**config.mk**
```make
export PLATFORM = sky130hd
export DESIGN_NAME = painel_temporizador_bcd
export DESIGN_NICKNAME = d
export VERILOG_FILES = /design/src/rtl/painel_pkg.sv /design/src/rtl/painel_temporizador_bcd_sincroniza_borda.sv /design/src/rtl/painel_temporizador_bcd.sv
export SDC_FILE = /design/constraint.sdc
export NUM_CORES = 1
export LEC_CHECK = 0
export BUFFER_PORTS_ARGS = -buffer_cell sky130_fd_sc_hd__buf_2
export CORE_ASPECT_RATIO = 0.7
export CORE_UTILIZATION = 55
export DETAILED_ROUTE_END_ITERATION = 6
export PLACE_DENSITY = 0.77
export SYNTH_ARGS = -nofsm -noshare
export SYNTH_HDL_FRONTEND = slang
export SYNTH_SLANG_ARGS = --single-unit
```
**constraint.sdc**
```tcl
create_clock -name clk -period 3.3 [get_ports clk]
set_clock_uncertainty 0.05 [all_clocks]
set_input_delay 0.66 -clock clk [delete_from_list [all_inputs] [get_ports clk]]
set_output_delay 0.66 -clock clk [all_outputs]
set_load 0.02 [all_outputs]
```
**src/rtl/painel_pkg.sv**
```systemverilog
// painel_pkg: shared state encoding, BCD width and active-low 7-segment patterns
// (bit 0 = segment a ... bit 6 = segment g) for the panel countdown timer.
`default_nettype none

package painel_pkg;

  localparam int BCD_W = 4;

  typedef enum logic [1:0] {
    IDLE  = 2'd0,
    RUN   = 2'd1,
    PAUSE = 2'd2,
    DONE  = 2'd3
  } state_t;

  localparam logic [6:0] SEG_0     = 7'h40;
  localparam logic [6:0] SEG_1     = 7'h79;
  localparam logic [6:0] SEG_2     = 7'h24;
  localparam logic [6:0] SEG_3     = 7'h30;
  localparam logic [6:0] SEG_4     = 7'h19;
  localparam logic [6:0] SEG_5     = 7'h12;
  localparam logic [6:0] SEG_6     = 7'h02;
  localparam logic [6:0] SEG_7     = 7'h78;
  localparam logic [6:0] SEG_8     = 7'h00;
  localparam logic [6:0] SEG_9     = 7'h10;
  localparam logic [6:0] SEG_BLANK = 7'h7F;

  function automatic logic [6:0] seg_decode(input logic [BCD_W-1:0] d);
    case (d)
      4'd0:    return SEG_0;
      4'd1:    return SEG_1;
      4'd2:    return SEG_2;
      4'd3:    return SEG_3;
      4'd4:    return SEG_4;
      4'd5:    return SEG_5;
      4'd6:    return SEG_6;
      4'd7:    return SEG_7;
      4'd8:    return SEG_8;
      4'd9:    return SEG_9;
      default: return SEG_BLANK;
    endcase
  endfunction

  function automatic logic [BCD_W-1:0] clamp_nibble(input logic [BCD_W-1:0] d,
                                                    input logic [BCD_W-1:0] max);
    return (d > max) ? max : d;
  endfunction

endpackage

`default_nettype wire

```
**src/rtl/painel_temporizador_bcd_sincroniza_borda.sv**
```systemverilog
// sincroniza_borda: 2-flop synchronizer for an asynchronous divided clock plus
// a rising-edge detector producing a one-cycle pulse in the clk domain.
`default_nettype none

module sincroniza_borda
  import painel_pkg::*;
(
  input  logic clk,
  input  logic rst_n,
  input  logic async_in,
  output logic pulse
);

  // [0],[1] = synchronizer stages, [2] = previous synchronized level
  logic [2:0] sh_q;
  logic [2:0] sh_d;

  always_comb begin
    sh_d = {sh_q[1:0], async_in};
  end

  always_ff @(posedge clk or negedge rst_n) begin
    if (!rst_n) sh_q <= 3'b000;
    else        sh_q <= sh_d;
  end

  assign pulse = sh_q[1] & ~sh_q[2];

endmodule

`default_nettype wire

```
**src/rtl/painel_temporizador_bcd.sv**
```systemverilog
// painel_temporizador_bcd: MM:SS BCD countdown with start/pause/load and a 4-digit
// multiplexed 7-segment driver. Optional macro BLINK_DONE_EN blinks the display in DONE.
`default_nettype none

module painel_temporizador_bcd
  import painel_pkg::*;
#(
  parameter logic [7:0] INIT_MIN = 8'h10,
  parameter logic [7:0] INIT_SEC = 8'h00
) (
  input  logic       clk,
  input  logic       rst_n,
  input  logic       clk_cont_in,
  input  logic       clk_scan_in,
  input  logic       btn_start,
  input  logic       btn_pause,
  input  logic       btn_load,
  input  logic [7:0] load_min,
  input  logic [7:0] load_sec,
  output logic [6:0] seg,
  output logic [3:0] an,
  output logic       dp,
  output logic       running,
  output logic       expired
);

  logic tick_cont, tick_scan;

  sincroniza_borda u_sync_cont (.clk(clk), .rst_n(rst_n), .async_in(clk_cont_in), .pulse(tick_cont));
  sincroniza_borda u_sync_scan (.clk(clk), .rst_n(rst_n), .async_in(clk_scan_in), .pulse(tick_scan));

  state_t     state_q, state_d;
  logic [7:0] min_q, min_d, sec_q, sec_d;
  logic [1:0] idx_q, idx_d;
  logic [3:0] an_q, an_d;
  logic [6:0] seg_q, seg_d;
  logic       dp_q, dp_d;
  logic       blink_on;

  logic [7:0]       dec_min, dec_sec, ld_min, ld_sec;
  logic [BCD_W-1:0] scan_digit;
  logic             count_zero, dec_zero;

  always_ff @(posedge clk or negedge rst_n) begin
    if (!rst_n) begin
      state_q <= IDLE;
      min_q   <= INIT_MIN;
      sec_q   <= INIT_SEC;
      idx_q   <= 2'd0;
      an_q    <= 4'b1110;
      seg_q   <= SEG_BLANK;
      dp_q    <= 1'b1;
    end else begin
      state_q <= state_d;
      min_q   <= min_d;
      sec_q   <= sec_d;
      idx_q   <= idx_d;
      an_q    <= an_d;
      seg_q   <= seg_d;
      dp_q    <= dp_d;
    end
  end

  // One-second BCD borrow chain; only used while the count is non-zero.
  always_comb begin
    dec_min = min_q;
    dec_sec = sec_q;
    if (sec_q[3:0] != 4'd0) begin
      dec_sec[3:0] = sec_q[3:0] - 4'd1;
    end else begin
      dec_sec[3:0] = 4'd9;
      if (sec_q[7:4] != 4'd0) begin
        dec_sec[7:4] = sec_q[7:4] - 4'd1;
      end else begin
        dec_sec[7:4] = 4'd5;
        if (min_q[3:0] != 4'd0) begin
          dec_min[3:0] = min_q[3:0] - 4'd1;
        end else begin
          dec_min[3:0] = 4'd9;
          dec_min[7:4] = min_q[7:4] - 4'd1;
        end
      end
    end
    ld_min     = {clamp_nibble(load_min[7:4], 4'd9), clamp_nibble(load_min[3:0], 4'd9)};
    ld_sec     = {clamp_nibble(load_sec[7:4], 4'd5), clamp_nibble(load_sec[3:0], 4'd9)};
    count_zero = (min_q == 8'h00) && (sec_q == 8'h00);
    dec_zero   = (dec_min == 8'h00) && (dec_sec == 8'h00);
  end

  always_comb begin
    state_d = state_q;
    min_d   = min_q;
    sec_d   = sec_q;
    if (btn_load) begin
      state_d = IDLE;
      min_d   = ld_min;
      sec_d   = ld_sec;
    end else begin
      case (state_q)
        IDLE, PAUSE: if (btn_start && !count_zero) state_d = RUN;
        RUN: begin
          if (btn_pause) begin
            state_d = PAUSE;
          end else if (tick_cont) begin
            min_d = dec_min;
            sec_d = dec_sec;
            if (dec_zero) state_d = DONE;
          end
        end
        default: state_d = state_q;
      endcase
    end
  end

  // Scan shows the digit selected by the new index, taken from the current count.
  always_comb begin
    idx_d = tick_scan ? idx_q + 2'd1 : idx_q;
    case (idx_d)
      2'd0:    scan_digit = sec_q[3:0];
      2'd1:    scan_digit = sec_q[7:4];
      2'd2:    scan_digit = min_q[3:0];
      default: scan_digit = min_q[7:4];
    endcase
    an_d  = tick_scan ? ~(4'b0001 << idx_d) : an_q;
    seg_d = tick_scan ? seg_decode(scan_digit) : seg_q;
    dp_d  = tick_scan ? (idx_d != 2'd2) : dp_q;
  end

`ifdef BLINK_DONE_EN
  logic blink_q, blink_d;

  always_comb begin
    if (state_d != DONE)                   blink_d = 1'b0;
    else if (state_q == DONE && tick_cont) blink_d = ~blink_q;
    else                                   blink_d = blink_q;
  end

  always_ff @(posedge clk or negedge rst_n) begin
    if (!rst_n) blink_q <= 1'b0;
    else        blink_q <= blink_d;
  end

  assign blink_on = blink_q;
`else
  assign blink_on = 1'b0;
`endif

  always_comb begin
    running = (state_q == RUN);
    expired = (state_q == DONE);
    an      = an_q;
    seg     = blink_on ? SEG_BLANK : seg_q;
    dp      = blink_on ? 1'b1 : dp_q;
  end

endmodule

`default_nettype wire

```
==> results of run 1 <==
power by group:
group / leakage [uW] / internal [uW] / total, uW / switching [uW]
clock: 0.0000585 / 246 / 402 / 156
sequential: 0.000430 / 585 / 690 / 105
combinational: 0.000650 / 358 / 859 / 501
total: 0.00114 / 1190 / 1950 / 762
synthesized netlist by cell type (2+ instances only):
cell type | count | share of area, %
o311a_1 | 2 | 0.86
nand3_1 | 5 | 1.1
o31ai_1 | 5 | 1.6
ha_1 | 8 | 4.3
nor3_1 | 8 | 1.7
dfstp_2 | 11 | 12
nand2_1 | 34 | 5.5
buf_6 | 2 | 0.96
nand3b_1 | 3 | 0.96
nor2_1 | 23 | 3.7
and3_1 | 2 | 0.54
nand4bb_1 | 3 | 1.4
or2_2 | 3 | 0.80
dfrtp_1 | 26 | 28
o21a_1 | 6 | 1.9
nor4_1 | 3 | 0.80
o21bai_1 | 2 | 0.64
a21oi_1 | 11 | 2.4
buf_2 | 2 | 0.43
a31o_2 | 3 | 1.1
xnor2_1 | 5 | 1.9
inv_1 | 9 | 1.4
nor3b_1 | 2 | 0.64
buf_4 | 3 | 0.96
o21ai_1 | 2 | 0.43
mux2i_1 | 5 | 2.1
mux2_2 | 3 | 1.4
a221oi_1 | 3 | 1.1
a31oi_1 | 3 | 0.80
a22o_1 | 2 | 0.75
clkbuf_1 | 9 | 1.4
nor2b_1 | 2 | 0.54
o22ai_1 | 2 | 0.54
o32ai_1 | 2 | 0.75
a211oi_1 | 2 | 0.64
xor2_1 | 2 | 0.75
nor4bb_1 | 2 | 0.86
o21ai_0 | 16 | 3.4
state kept, by name, indices dropped and copies added, names as in the netlist:
signal / count
an: 4
seg: 7
min_q: 8
sec_q: 8
idx_q: 2
state_q: 2
u_sync_scan.sh_q: 3
u_sync_cont.sh_q: 3
path summary, 6_finish.rpt:
check                                 endpoint                start  depth (start not counted)
max                                     seg[6]  u_sync_scan.sh_q[1]                          8
min                        u_sync_cont.sh_q[1]  u_sync_cont.sh_q[0]                          0
max reg2reg                             seg[6]  u_sync_scan.sh_q[1]                          8
min reg2reg                u_sync_cont.sh_q[1]  u_sync_cont.sh_q[0]                          0
max in group asynchronous  u_sync_scan.sh_q[0]                rst_n                          1
min in group asynchronous           state_q[0]                rst_n                          1
cells in the final DEF, fill, tap and decap left out, types with 3 or more instances in the layout:
cell | netlist | routed
o21a_1 | 6 | 6
o21ai_0 | 16 | 16
mux2_2 | 3 | 3
mux2i_1 | 5 | 5
nor3_1 | 8 | 8
ha_1 | 8 | 8
dfrtp_1 | 26 | 26
buf_2 | 2 | 36
dfstp_2 | 11 | 11
nor4_1 | 3 | 3
nand4bb_1 | 3 | 3
inv_1 | 9 | 9
a21oi_1 | 11 | 11
or2_2 | 3 | 3
nor2_1 | 23 | 23
xnor2_1 | 5 | 5
a31o_2 | 3 | 3
a221oi_1 | 3 | 3
o31ai_1 | 5 | 5
clkbuf_8 | 0 | 6
nand3_1 | 5 | 5
a31oi_1 | 3 | 3
nand3b_1 | 3 | 3
buf_4 | 3 | 4
nand2_1 | 34 | 34
cell families (layout without fill, tap and decap cells):
family                   Yosys count  count (layout)
multiplexers                       8               8
adder cells (fa/ha/maj)            8               8
flip-flops                        37              37
AND/OR/NAND/NOR                   97              97
XOR/XNOR                           8               8
AO/OA/AOI/OAI                     73              73
buffers and inverters             27              59
per-stage QoR:
step / utilization (%) / total power (uW) / cells
2_1_floorplan: - / 1340 / 258
3_3_place_gp: 63.2 / 1520 / 334
3_5_place_dp: 63.2 / 1540 / 334
4_1_cts: 66.1 / 1950 / 342
5_1_grt: 66.1 / 2080 / 342
6_report: 66.1 / 1950 / 342
worst max-delay path: stages, from the launching register on:
cell and delay, ps:
dfrtp_1 450, nor2b_1 570, xnor2_4 120, o21a_1 130, a221oi_1 530, inv_1 150, ha_1 220, nor3_1 290
o41ai_2 130
metal layers:
layer	wire length, um	GRT usage (%)	vias up
met5	0	0	-
met4	82	8.16	0
met3	447	5.69	13
met2	2110	35.9	89
met1	2670	40.4	928
li1	-	-	1002
area by class of cell:
class	count	area, um^2	share of cell area, %
clock buffers	7	86.3	3.27
flip-flops and latches	37	940	35.6
inverters	11	41.3	1.56
repair buffers	40	210	7.96
clock inverters	1	30.0	1.14
well taps	52	65.1	2.46
multi-input cells	194	1270	48.0
==> results.json, run 1 <==
{
  "status": "finished, final reports clean",
  "place_area_mm2": 0.00252,
  "die_w_um": 79.9,
  "synthAdderAreaFrac_pct": 4.28,
  "grt_pass1_wl_mm": 8.94,
  "post_cts_buffers": 0,
  "die_y_um": 56.5,
  "synth_simple_gate_area_share_pct": 20.7,
  "worst_slew_pin_slew_ps": 788,
  "hold_viol_final": 0,
  "io_pins": 37,
  "routed_via_density": 5.94,
  "synth_nets": 289,
  "ant_nets": 0,
  "synth_edf_count": 0,
  "htreeDepth": 2,
  "synth_top_family_by_area": "compound AO/OA/AOI/OAI gates",
  "max-cap-violations": 0,
  "synth_seq_cells": 37,
  "synthArstFlopShare_pct": 100,
  "fp-row-count": 19,
  "synth_ff_type": "dfrtp_1",
  "antenna_found_initial": 0,
  "period_minus_slack_ps": 2730,
  "finalCritPeriodShare_pct": 82.8,
  "overflow": 0,
  "synth_area_mm2": 0.00234,
  "powerDensity_mw_per_mm2": 739,
  "synthMuxAreaShare_pct": 3.59,
  "hpwl_mm": 3.88,
  "setup_viol": 0,
  "hold_path_class": "flop to flop",
  "start_util_pct": 58.5,
  "leakagePower_uw": 0.00114,
  "postCtsHoldBufs": 0,
  "dpl_worst_slack_ps": 617,
  "drive_gt1_share_pct": 24.8,
  "syn_to_final_growth_pct": 13.0,
  "synth_compound_area_share_pct": 21.8,
  "place.gp.congestion": 0.839,
  "final.setup.tns_ps": 0,
  "synth_xor_area_share_pct": 3.80,
  "arrival_ps": 2890,
  "postSynthAreaPerCell_um2": 9.06,
  "drt_iter0_drc": 119,
  "drv_slew": 0,
  "synth_cells": 258,
  "fin_area_mm2": 0.00264,
  "cts.path.max_buffers": 2,
  "critPathCaptureType": "flop",
  "final.fill_count": 337,
  "fin_ws_ps": 567,
  "die_area_mm2": 0.00452,
  "grt_pass1_vias": 1900,
  "clk_pin_slew_worst_paths_ps": 70,
  "synth_sequential_area_ratio_pct": 40.2,
  "peakVddDrop_mv": 0.488,
  "fp.coreArea_mm2": 0.00399,
  "dr.pass1.iters": 4,
  "cp.required_ps": 3460,
  "ys_types": 60,
  "ys_warn_count": 0,
  "rrSetupSlack_ps": 570,
  "slew_headroom_pct": 47.5,
  "hold_ws_ps": 301,
  "nets": 320,
  "vias": 2032,
  "clock_sinks": 37,
  "cts_tree": "built",
  "crit_type": "flop to flop",
  "cts_resized": 0,
  "fmax_mhz": 366,
  "grtUsageTotal_pct": 26.1,
  "rsz0062_at_grt": "false",
  "clkLatencyLatePin_ps": 290,
  "wire_per_inst_um": 15.5,
  "cp_max_fo": 8,
  "port_buffers": 36,
  "numCtsBuffers": 5,
  "grt_start_max_net_pins": 38,
  "wirelength_mm": 5.30,
  "diodes": 0,
  "drcViolationCount": 0,
  "critPathLaunchType": "flop",
  "ctsRootBufferMaster": "clkbuf_8"
}
No activity file was read; power rests on OpenSTA's default activity.
==> run 2: changes to the inputs <==
- CORE_UTILIZATION: 55 -> 51
- PLACE_DENSITY: 0.77 -> 0.75
- clock period: 3.3 -> 2.5 ns (I/O delays scaled with it)
==> run 2 against run 1 <==
Effect of this change:
- register-to-register slack got worse by 420 ps
- setup slack worse by 420 ps
- sequential share of layout area decreased by 1.2 points
- non-clock buffer count grew 12
- fmax grew 16%
- sequential cell count unchanged
- final cell count up 4.4%
- first-iteration DRC count increased by 78%
- wire length is 2.0% higher
- clock power up 10%
- critical path type unchanged
==> results.json, run 2 (same netlist as run 1, synthesis figures left out) <==
{
  "status": "finished, final reports clean",
  "numCtsBuffers": 5,
  "fin_ws_ps": 151,
  "cp_slowest_cell": "dfrtp_1",
  "critPathCaptureType": "flop",
  "diodes": 0,
  "cts.path.max_buffers": 2,
  "hold_ws_ps": 232,
  "htreeDepth": 2,
  "powerDensity_mw_per_mm2": 953,
  "drcViolationCount": 0,
  "period_minus_slack_ps": 2350,
  "die_y_um": 58.6,
  "clkLatencyLatePin_ps": 310,
  "fmax_mhz": 426,
  "crit_path_max_incr_delay_ps": 430,
  "overflow": 0,
  "grtUsageTotal_pct": 23.8,
  "leakagePower_uw": 0.00119,
  "final_core_utilization_pct": 62.5,
  "dpl_worst_slack_ps": 56.5,
  "hold_path_class": "input port to asynchronous set/reset pin",
  "path_buf_inv": 1,
  "rrSetupSlack_ps": 150,
  "antenna_found_initial": 0,
  "critPathTopFamily": "simple AND/OR/NAND/NOR gates",
  "routed_via_density": 5.75,
  "cp_max_fo": 10,
  "max-cap-violations": 0,
  "finalCritPeriodShare_pct": 93.9,
  "arrival_ps": 2520,
  "wire_per_inst_um": 15.1,
  "nets": 332,
  "die_w_um": 82.9,
  "timing.rr.start": "u_sync_scan.sh_q[2]",
  "cts_tree": "built",
  "crit_start": "u_sync_scan.sh_q[2]",
  "grt_start_max_net_pins": 38,
  "worst_slew_pin_slew_ps": 821,
  "grt_pass1_wl_mm": 8.90,
  "io_pins": 37,
  "start_util_pct": 53.4,
  "drive_gt1_share_pct": 29.5,
  "critPathLaunchType": "flop",
  "wirelength_mm": 5.41,
  "final_cell_mix": "buf_2 (36), nand2_1 (34), dfrtp_1 (24)",
  "vias": 2054,
  "fp-row-count": 20,
  "clock_sinks": 37,
  "die_area_mm2": 0.00486,
  "path_cells": "or2b_1 -> buf_4 -> o211ai_1 -> o221ai_1 -> nand2_1 -> mux2_2 -> a31oi_1",
  "drv_slew": 0,
  "setup_viol": 0,
  "drt_iter0_drc": 212,
  "place.gp.congestion": 0.848,
  "syn_to_final_growth_pct": 17.1,
  "clk_pin_slew_worst_paths_ps": 90,
  "final_common_cell": "buf_2",
  "port_buffers": 36,
  "grt_pass1_vias": 1794,
  "hpwl_mm": 3.94,
  "ant_nets": 0,
  "dr.pass1.iters": 4,
  "fp.coreArea_mm2": 0.00438,
  "crit_type": "flop to flop",
  "cp.required_ps": 2670,
  "postCtsHoldBufs": 0,
  "ctsRootBufferMaster": "clkbuf_8",
  "slew_headroom_pct": 45.2,
  "hold_viol_final": 0,
  "peakVddDrop_mv": 0.528
}
## run 2: per-layer routing
metal  part of all wire, %  global-route usage, %  vias to the layer above
met4                   1.5                   9.61                        0
met5                     0                      0                        -
met1                    52                   37.7                      962
met2                    39                   30.6                       63
met3                   7.3                   5.47                        8
li1                      -                      -                     1021
## run 2: worst paths after layout
kind / endpoint / depth (start not counted)
hold / removal: sec_q[2] / 1
setup / recovery: seg[4] / 7
hold reg to reg: u_sync_cont.sh_q[1] / 0
min in group clk: u_sync_cont.sh_q[0] / 1
max in group asynchronous: u_sync_scan.sh_q[1] / 1
setup reg to reg: seg[4] / 7
## run 2: layout make-up
cell class | instances | area (um^2)
repair buffers | 52 | 313
inverters | 11 | 41.3
clock buffers | 8 | 90.1
fillers | 381 | 1640
flip-flops and latches | 37 | 942
well taps | 55 | 68.8
multi-input cells | 194 | 1280
## run 2: report_power, final
group          internal (uW)  switching (uW)  total (uW)
Sequential               774             124         899
Clock                    225             217         442
Combinational            568             701        1270
Total                   1570            1040        2610
## run 2: through the flow
stage	total power (uW)	setup TNS, ps	instances	instance area (um^2)
3_3_place_gp	2070	0	347	2620
6_report	2610	0	357	2740
5_1_grt	2780	-48.8	357	2740
2_1_floorplan	1770	0	258	2340
3_5_place_dp	2100	0	347	2620
4_1_cts	2540	0	355	2710
## run 2: timing repair
action                                  4_1_cts  5_1_grt
endpoints found under the setup margin        0        5
hold endpoints to repair                      0        0
gates resized for setup                       0        6
buffers inserted                              0        2
